===== config.mk =====
export PLATFORM = sky130hd
export DESIGN_NAME = fsm_run_counter
export DESIGN_NICKNAME = d
export VERILOG_FILES = /design/src/rtl/fsm_run_counter.sv
export SDC_FILE = /design/constraint.sdc
export NUM_CORES = 1
export LEC_CHECK = 0
export CORE_MARGIN = 10
export CORE_UTILIZATION = 40
export CTS_CLUSTER_DIAMETER = 100
export DETAILED_ROUTE_END_ITERATION = 10
export DONT_BUFFER_PORTS = 1
export GPL_ROUTABILITY_DRIVEN = 0
export SYNTH_ARGS = -nofsm -noshare
export SYNTH_HDL_FRONTEND = slang
export SYNTH_SLANG_ARGS = --single-unit

===== constraint.sdc =====
create_clock -name clk -period 2.8 [get_ports clk]
set_clock_uncertainty 0.1 [all_clocks]
set_input_delay 0.42 -clock clk [delete_from_list [all_inputs] [get_ports clk]]
set_output_delay 0.42 -clock clk [all_outputs]
set_load 0.02 [all_outputs]

===== src/rtl/fsm_run_counter.sv =====
`default_nettype none
// ============================================================================
// Module      : fsm_run_counter
// Description : Run/done sequencing FSM. An accepted i_run starts a RUN phase
//               of N cycles (N latched from i_num_cnt), followed by a single
//               DONE cycle. Supports abort, a zero-count error pulse, Moore
//               status outputs and an optional auto-reload loop.
// Ports       : clk        - clock, all state updates on posedge
//               reset      - asynchronous active-high reset
//               i_run      - start request, sampled only in IDLE
//               i_num_cnt  - run length N, latched when i_run is accepted
//               i_abort    - cancel RUN/DONE, return to IDLE
//               o_idle     - state is IDLE
//               o_running  - state is RUN
//               o_done     - state is DONE (one cycle per completed run)
//               o_err      - one-cycle pulse after i_run accepted with N == 0
//               o_cnt_val  - current run counter value
// Revision    : 1.0 - initial release
// ============================================================================
module fsm_run_counter #(
    parameter int CNT_WIDTH   = 7,
    parameter bit AUTO_RELOAD = 1'b0
) (
    input  logic                 clk,
    input  logic                 reset,
    input  logic                 i_run,
    input  logic [CNT_WIDTH-1:0] i_num_cnt,
    input  logic                 i_abort,
    output logic                 o_idle,
    output logic                 o_running,
    output logic                 o_done,
    output logic                 o_err,
    output logic [CNT_WIDTH-1:0] o_cnt_val
);

    typedef enum logic [1:0] {
        IDLE    = 2'b00,
        RUN     = 2'b01,
        DONE    = 2'b10,
        ILLEGAL = 2'b11
    } state_t;

    localparam logic [CNT_WIDTH-1:0] C_ONE  = {{(CNT_WIDTH-1){1'b0}}, 1'b1};
    localparam logic [CNT_WIDTH-1:0] C_ZERO = '0;

    state_t               state_q, state_d;
    logic [CNT_WIDTH-1:0] cnt_q,   cnt_d;
    logic [CNT_WIDTH-1:0] num_q,   num_d;
    logic                 err_q,   err_d;

    // Last RUN cycle is the one where the counter shows N-1; N is never zero
    // inside RUN, so the subtraction cannot underflow there.
    logic                 w_last;
    assign w_last = (cnt_q == (num_q - C_ONE));

    always_ff @(posedge clk or posedge reset) begin
        if (reset) begin
            state_q <= IDLE;
            cnt_q   <= C_ZERO;
            num_q   <= C_ZERO;
            err_q   <= 1'b0;
        end else begin
            state_q <= state_d;
            cnt_q   <= cnt_d;
            num_q   <= num_d;
            err_q   <= err_d;
        end
    end

    always_comb begin
        state_d = state_q;
        cnt_d   = cnt_q;
        num_d   = num_q;
        err_d   = 1'b0;

        case (state_q)
            IDLE: begin
                cnt_d = C_ZERO;
                // Abort has priority over a simultaneous start request.
                if (!i_abort && i_run) begin
                    if (i_num_cnt != C_ZERO) begin
                        state_d = RUN;
                        num_d   = i_num_cnt;
                    end else begin
                        err_d   = 1'b1;
                    end
                end
            end
            RUN: begin
                if (i_abort) begin
                    state_d = IDLE;
                    cnt_d   = C_ZERO;
                end else if (w_last) begin
                    // Counter holds N-1 through the DONE cycle.
                    state_d = DONE;
                end else begin
                    cnt_d   = cnt_q + C_ONE;
                end
            end
            DONE: begin
                cnt_d = C_ZERO;
                if (!i_abort && AUTO_RELOAD) begin
                    state_d = RUN;
                end else begin
                    state_d = IDLE;
                end
            end
            default: begin
                state_d = IDLE;
                cnt_d   = C_ZERO;
            end
        endcase
    end

    assign o_idle    = (state_q == IDLE);
    assign o_running = (state_q == RUN);
    assign o_done    = (state_q == DONE);
    assign o_err     = err_q;
    assign o_cnt_val = cnt_q;

endmodule
`default_nettype wire


* Yosys cells after proc, flatten, opt, wreduce, memory -nomap -nowiden
Index checks and enable logic that the tools add are counted.
Word-level totals: register bits after elaboration 17, output and inout bits 11
Cells by class: $add $sub $neg 2, reduce and logical (&&, ||, !) cells 6, muxes and demuxes 11, equal/unequal tests 7
Operators by type and width (number):
- 7-bit 2-to-1 mux | 3
- 2-bit 2-to-1 mux | 4
- 7-bit by 1-bit adder with 7-bit output, second input constant | 1
- 7-bit equality test | 1
- 7-bit nonzero test | 1
- 7-bit by 1-bit subtractor with 7-bit output, second input constant | 1
- 3-bit AND reduction | 2
- 2-bit by 1-bit inequality test with 1-bit output, second input constant | 2
- 2-bit case mux with 2 select lines | 1
- 1-bit 2-to-1 mux | 3
- 3-bit by 2-bit inequality test with 1-bit output, second input constant | 1
- 3-bit inequality test, second input constant | 1
- 2-bit by 1-bit equality test with 1-bit output, second input constant | 1
- 2-bit equality test, second input constant | 1
- 2-bit logical NOT | 1
- 1-bit logical AND | 1
- 1-bit logical NOT | 1

* Longest topological paths before layout
Gate-level depths: netlist of the first run.
word-level depth 5, gate-level depth with buffers 10, gate-level depth less buffers 8

* Least setup slack after synthesis of the first run
Ideal clock, no wire load.
kind flip-flop to flip-flop, start reg num_q[0], end reg cnt_q[1] (netlist: o_cnt_val[1]), period minus slack after synthesis 2.383 ns, stages on the path, launching flop included 11, buffers on the path 2, required time 2.572 ns, arrival time 2.155 ns, slack 0.417 ns, cell sequence dfrtp_1 > buf_2 > inv_1 > ha_1 > or4b_2 > nor4_1 > or4_1 > and4_4 > buf_6 > mux2i_1 > nor2_1
Between the ends: cells in the longest elaborated chain, start to end 3
RTL lines:
- start: declaration | line 48 | logic [CNT_WIDTH-1:0] num_q, num_d;
- start signal: assignment | line 65 | num_q <= num_d;
- 7-bit by 1-bit subtractor with 7-bit output | line 54 | assign w_last = (cnt_q == (num_q - C_ONE));
- 7-bit equality test | line 54
- 3-bit inequality test (no source line)
- end signal: assignment | line 64 | cnt_q <= cnt_d;
- end: declaration | line 47 | logic [CNT_WIDTH-1:0] cnt_q, cnt_d;
Every way passes these cells. A chain may end at the register's enable or synchronous reset.

* Final worst setup path of the first run
Same ends and word-level chain as after synthesis.

==> run_results.csv, run 1 <==
group,metric,value,unit
synth,synth_edf_count,0,
clock_tree,root_buffer,"clkbuf_4",
critical_path,crit_chain,"inv_1 > ha_1 > or4b_2 > nor4_1 > or4_1 > and4_4 > mux2i_1 > nor2_1",
clock_tree,clkTransAtPathRegs,100,ps
clock_tree,post_cts_buffers,0,
synth,avgSynthCellArea,9.691,um2
run_status,status,"complete, but fails checks",
pwr,power.leakage,0.4097,nW
clock_tree,clkLatencyLatePin,280,ps
critical_path,cpPeakStageDelay,620,ps
layout,diodes,0,
clock_tree,numCtsBuffers,3,
min_path,hold_path.class,"in -> async",
floorplanning,start_util,41.85,%
synth,synthDistinctLibCells,37,
clock_tree,h-tree-depth,1,
timing,whs,-4.488,ps
clock_tree,clock-sinks,17,
synth,synth_largest_area_cell,"dfrtp_1",
critical_path,worstSetupPathType,"reg -> reg",
floorplanning,io_pins,22,
pwr,power_density,577.4,nW/um2
layout,fill_cells,233,
floorplanning,die_h,70.68,um
route,route.vias.total,746,
route,wire_per_inst,16.50,um
synth,ys_ff_latch,17,
global_routing,use_met2,14.77,%
flow_run,cap_violations,0,
timing,setup_viol,0,
global_routing,grt_pass1_wl,3898,um
timing,fin_setup_tns,0,ps
timing,final_hold_viol_count,15,
critical_path,reg2reg_depth,8,
layout,final_nets,121,
timing,slew_headroom,57.40,%
placement,io_buffer_count,0,
floorplanning,dieArea,4995,um2
timing,worst_pin_slew,638.4,ps
timing,rsz0062_at_grt,"no",
critical_path,crit_path_top_delay_cell,"or4b_2",
timing,slew_violations,0,
global_routing,grt_pass1_vias,793,
pwr,ir_drop,0.2876,mV
layout,seqCellArea,425.4,um2
synth,yosysWarnings,0,
global_routing,track_usage,9.302,%
synth,async_reset_ff_share,100.0,%
global_routing,grt_max_degree,18,
synth,synth_area_leaders,"dfrtp_1 41%, mux2_2 5.5%, xnor2_1 5.1%",
synth,synth_top_area_share,41.41,%
global_routing,grt_overflow,0,
synth,netlist_instances,106,
global_routing,grtUsageMet3,3.487,%
clock_tree,cts_resized,0,
floorplanning,die_w,70.68,um
global_routing,top_usage_layer,"met2",
critical_path,worstPathRequired,2870,ps
placement,dp_hpwl,1779,um
critical_path,crit_path_start_kind,"flop",
synth,yosys_most_used_dff,"dfrtp_1",
timing,fmax,0.3960,GHz
route,drtIter0Drc,20,
synth,synth_seq_area_share,41.41,%
critical_path,crit_arrival,2600,ps
route,firstDrtPassIters,4,
route,viasPerCell,5.445,
critical_path,path_max_fanout,14,
layout,multi_input_area,561.8,um2
route,drc,0,
layout,area_growth,4.507,%
pwr,power,0.0006199,W
critical_path,setup.worst_path.end_class,"flop",
floorplanning,coreArea,2455,um2
floorplanning,rows,18,
synth,mappedNetlistArea,1027,um2
global_routing,antenna_found_initial,0,
route,routed_wl,2260,um
synth,syn_nets,119,
global_routing,use_met1,11.24,%
clock_tree,cts_buffer_depth,2,
route,final_antenna_net_count,0,
clock_tree,cts_hold_buf,0,
timing,period_share,90.18,%
clock_tree,cts_tree,"done",
layout,drive_gt1_share,12.15,%
timing,fin_crit,2525,ps
run_status,violations,"negative hold slack",
report_power, final:
group | switching, W | internal [W] | leakage [nW]
combinational | 0.0000758 | 0.0000836 | 0.174
sequential | 0.0000569 | 0.000273 | 0.221
clock | 0.0000749 | 0.0000553 | 0.0150
total | 0.000208 | 0.000412 | 0.410
flip-flops by register name, indices dropped and copies added, names as in the netlist:
| name | flops |
|---|---|
| state_q | 2 |
| num_q | 7 |
| o_err | 1 |
| o_cnt_val | 7 |
layout by cell type (no fill, tap or decap), types with 3 or more instances in the layout:
cell	instances
a21oi_1	6
clkbuf_4	3
dfrtp_1	17
inv_1	4
mux2_2	5
nand2_1	5
nand3_1	3
nor2_1	5
nor2b_1	4
nor3_1	4
o21ai_0	9
or3_1	5
xnor2_1	6
per-layer routing:
layer	routed length, um	up-vias
met3	155	2
met5	0	-
met4	12	0
met2	1069	12
met1	1023	349
li1	-	383
cells in the mapped netlist, drive strengths merged, types with 3 or more instances:
master and instances:
a21oi 6, and4 3, buf 3, dfrtp 17, inv 4, mux2 5
nand2 5, nand3 3, nor2 5, nor2b 4, nor3 5, o21ai 9
or3 5, xnor2 6
worst max-delay path: cells and delay by family (launching register included):
| family | cells | cell delay (ps) |
|---|---|---|
| adders and majority gates | 1 | 230 |
| buffers and inverters | 1 | 110 |
| DFF | 1 | 480 |
| muxes | 1 | 200 |
| and+or+nand+nor | 5 | 1290 |
worst paths after layout:
| kind | from | endpoint | slack [ps] |
|---|---|---|---|
| max | num_q[0] | o_cnt_val[1] | 280 |
| min | reset | o_cnt_val[1] | -4 |
| max reg2reg | num_q[0] | o_cnt_val[1] | 280 |
| min reg2reg | num_q[6] | num_q[6] | 510 |
| max in group asynchronous | reset | num_q[1] | 2200 |
| min in group clk | i_num_cnt[1] | num_q[1] | 150 |
area by class of cell:
type,count,share of cell area (%)
tap,30,3.497
multi-input combinational,81,52.33
inverter,4,1.399
clock buffer,4,2.448
timing repair buffer,1,0.6993
sequential,17,39.63
stage by stage:
stage               area, um2  hold WS, ps  instances  utilization (%)  setup WS (ps)
floorplan                1027        246.1        106                -          416.7
global placement         1047        322.7        133            42.66          335.8
detailed placement       1047        336.5        133            42.66          302.9
CTS                      1074        15.23        137            43.73          288.5
global route             1074        25.61        137            43.73          62.69
finish                   1074       -4.488        137            43.73          275.0
kinds of logic after synthesis:
| logic type | after synthesis | share of synthesized area (%) |
|---|---|---|
| simple gates | 42 | 25.46 |
| compound gates | 22 | 12.55 |
| flops | 17 | 41.41 |
| xor+xnor | 8 | 6.821 |
| buf+inv | 8 | 3.896 |
| mux | 7 | 7.430 |
| fa+ha+maj | 2 | 2.436 |
(Power assumes the default switching activity.)
==> inputs of run 2 (changes only) <==
--- a/config.mk
+++ b/config.mk
@@ -6,5 +6,5 @@
 export NUM_CORES = 1
 export LEC_CHECK = 0
-export CORE_MARGIN = 10
+export CORE_MARGIN = 3
 export CORE_UTILIZATION = 40
 export CTS_CLUSTER_DIAMETER = 100
==> constraint.sdc (replaced) <==
create_clock -name clk -period 2.8 [get_ports clk]
set_clock_uncertainty 0.1 [all_clocks]
set_input_delay 0.56 -clock clk [delete_from_list [all_inputs] [get_ports clk]]
set_output_delay 0.56 -clock clk [all_outputs]
set_load 0.02 [all_outputs]
==> run 2 against run 1 <==
Compared with the run above: the flow now finishes without violations; clock power is essentially flat; cell count shrank 0.73%; clock-buffer cell count shrank 1; worst setup slack lost 42 ps; non-clock buffer count grew 1; die area shrank 36%; critical endpoint unchanged; critical path type unchanged; core utilization grew 2.8 points; wire length shrank 9.2%; largest cell class unchanged; maximum frequency shrank 1.6%.
==> run_results.csv, run 2 (synthesized netlist as in run 1, its figures left out) <==
group,metric,value,unit
route,route.vias.total,788,
global_routing,grt_pass1_wl,3567,um
critical_path,critical_path.top_delay_family,"simple AND/OR/NAND/NOR gates",
clock_tree,clkLatencyLatePin,280,ps
layout,drive_gt1_share,13.89,%
layout,fill_cells,230,
timing,setup_viol,0,
clock_tree,h-tree-depth,1,
critical_path,crit_chain,"inv_1 > ha_1 > or4b_2 > nor4_1 > or4_1 > and4_4 > mux2i_1 > nor2_1",
placement,postPlaceCellArea,1052,um2
flow_run,cap_violations,0,
critical_path,cpPeakStageDelay,600,ps
layout,fin_cells,136,
floorplanning,dieArea,3212,um2
critical_path,crit_arrival,2640,ps
route,drtIter0Drc,21,
layout,design_area,1080,um2
timing,worst_pin_slew,640.2,ps
clock_tree,clock-sinks,17,
floorplanning,die_w,56.68,um
layout,final_common_cell,"dfrtp_1",
timing,fmax,0.3896,GHz
global_routing,grt_max_degree,18,
floorplanning,die_h,56.68,um
route,viasPerCell,5.794,
floorplanning,start_util,44.31,%
global_routing,grt_pass1_vias,781,
critical_path,worstSetupPathType,"reg -> reg",
pwr,power.leakage,0.4179,nW
clock_tree,post_cts_buffers,0,
floorplanning,coreArea,2318,um2
timing,slew_headroom,57.28,%
route,wire_per_inst,15.08,um
clock_tree,numCtsBuffers,3,
floorplanning,rows,17,
timing,fin_setup_tns,0,ps
layout,area_growth,5.116,%
layout,final_nets,122,
layout,diodes,0,
clock_tree,cts_resized,0,
pwr,power_density,568.4,nW/um2
timing,final_hold_viol_count,0,
timing,period_share,91.66,%
layout,final_util,46.57,%
placement,dp_cells,132,
critical_path,crit_buf_inv,1,
pwr,ir_drop,0.4414,mV
global_routing,grt_overflow,0,
clock_tree,root_buffer,"clkbuf_4",
layout,multi_input_area,561.8,um2
critical_path,setup.worst_path.end_class,"flop",
global_routing,antenna_found_initial,0,
critical_path,crit_path_start_kind,"flop",
run_status,status,"complete, no violations",
timing,slew_violations,0,
clock_tree,cts_buffer_depth,2,
route,firstDrtPassIters,4,
route,final_antenna_net_count,0,
placement,io_buffer_count,0,
critical_path,path_max_fanout,14,
layout,final_cell_mix,"17 x dfrtp_1, 9 x o21ai_0, 6 x xnor2_1, 6 x a21oi_1",
critical_path,r2r_slack,230,ps
floorplanning,io_pins,22,
min_path,hold_path.class,"in -> async",
critical_path,crit_path_top_delay_cell,"or4b_2",
clock_tree,clkTransAtPathRegs,100,ps
route,routed_wl,2051,um
route,drc,0,
pwr,power,0.0006138,W
clock_tree,cts_tree,"done",
critical_path,worstPathRequired,2870,ps
timing,fin_crit,2567,ps
clock_tree,cts_hold_buf,0,
layout,seqCellArea,425.4,um2
global_routing,track_usage,14.33,%
timing,rsz0062_at_grt,"no",
placement,dp_hpwl,1589,um
==> run 2: cell count changes in the layout (fill, tap and decap cells not counted), sizes merged <==
cell    before  now
buf          1    2
clkbuf       4    3
clkinv       0    1
==> run 2: worst paths after layout <==
kind / from / to / depth (start not counted)
setup / recovery: num_q[0] / o_cnt_val[1] / 8
hold / removal: reset / state_q[0] / 1
setup reg to reg: num_q[0] / o_cnt_val[1] / 8
hold reg to reg: num_q[6] / num_q[6] / 1
max in group asynchronous: reset / o_cnt_val[5] / 1
min in group clk: i_num_cnt[1] / num_q[1] / 2
==> run 2: layer usage <==
layer  global-route usage [%]  share of wire (%)
met1                    18.88                 47
met2                    22.77                 48
met3                    3.448                4.3
met4                    5.085               0.78
met5                        0                  0
==> run 2: area by class of cell <==
class / instances / area share, %
multi-input combinational: 81 / 52.03
timing repair buffer: 2 / 1.390
sequential: 17 / 39.40
clock buffer: 3 / 2.086
inverter: 4 / 1.390
clock inverter: 1 / 0.4635
tap: 28 / 3.244
==> run 2: metrics by stage <==
stage	hold WS (ps)	setup WS, ps
after detailed placement	472.5	226.9
after global routing	171.8	24.63
after global placement	465.5	404.7
after floorplan	386.1	416.7
after CTS	150.4	222.7
final	138.4	233.4
==> run 2: where the power goes <==
group,leakage (nW),switching [W],internal (W)
clock network,0.0177,0.0000744,0.0000530
registers,0.221,0.0000534,0.000273
logic,0.179,0.0000761,0.0000834
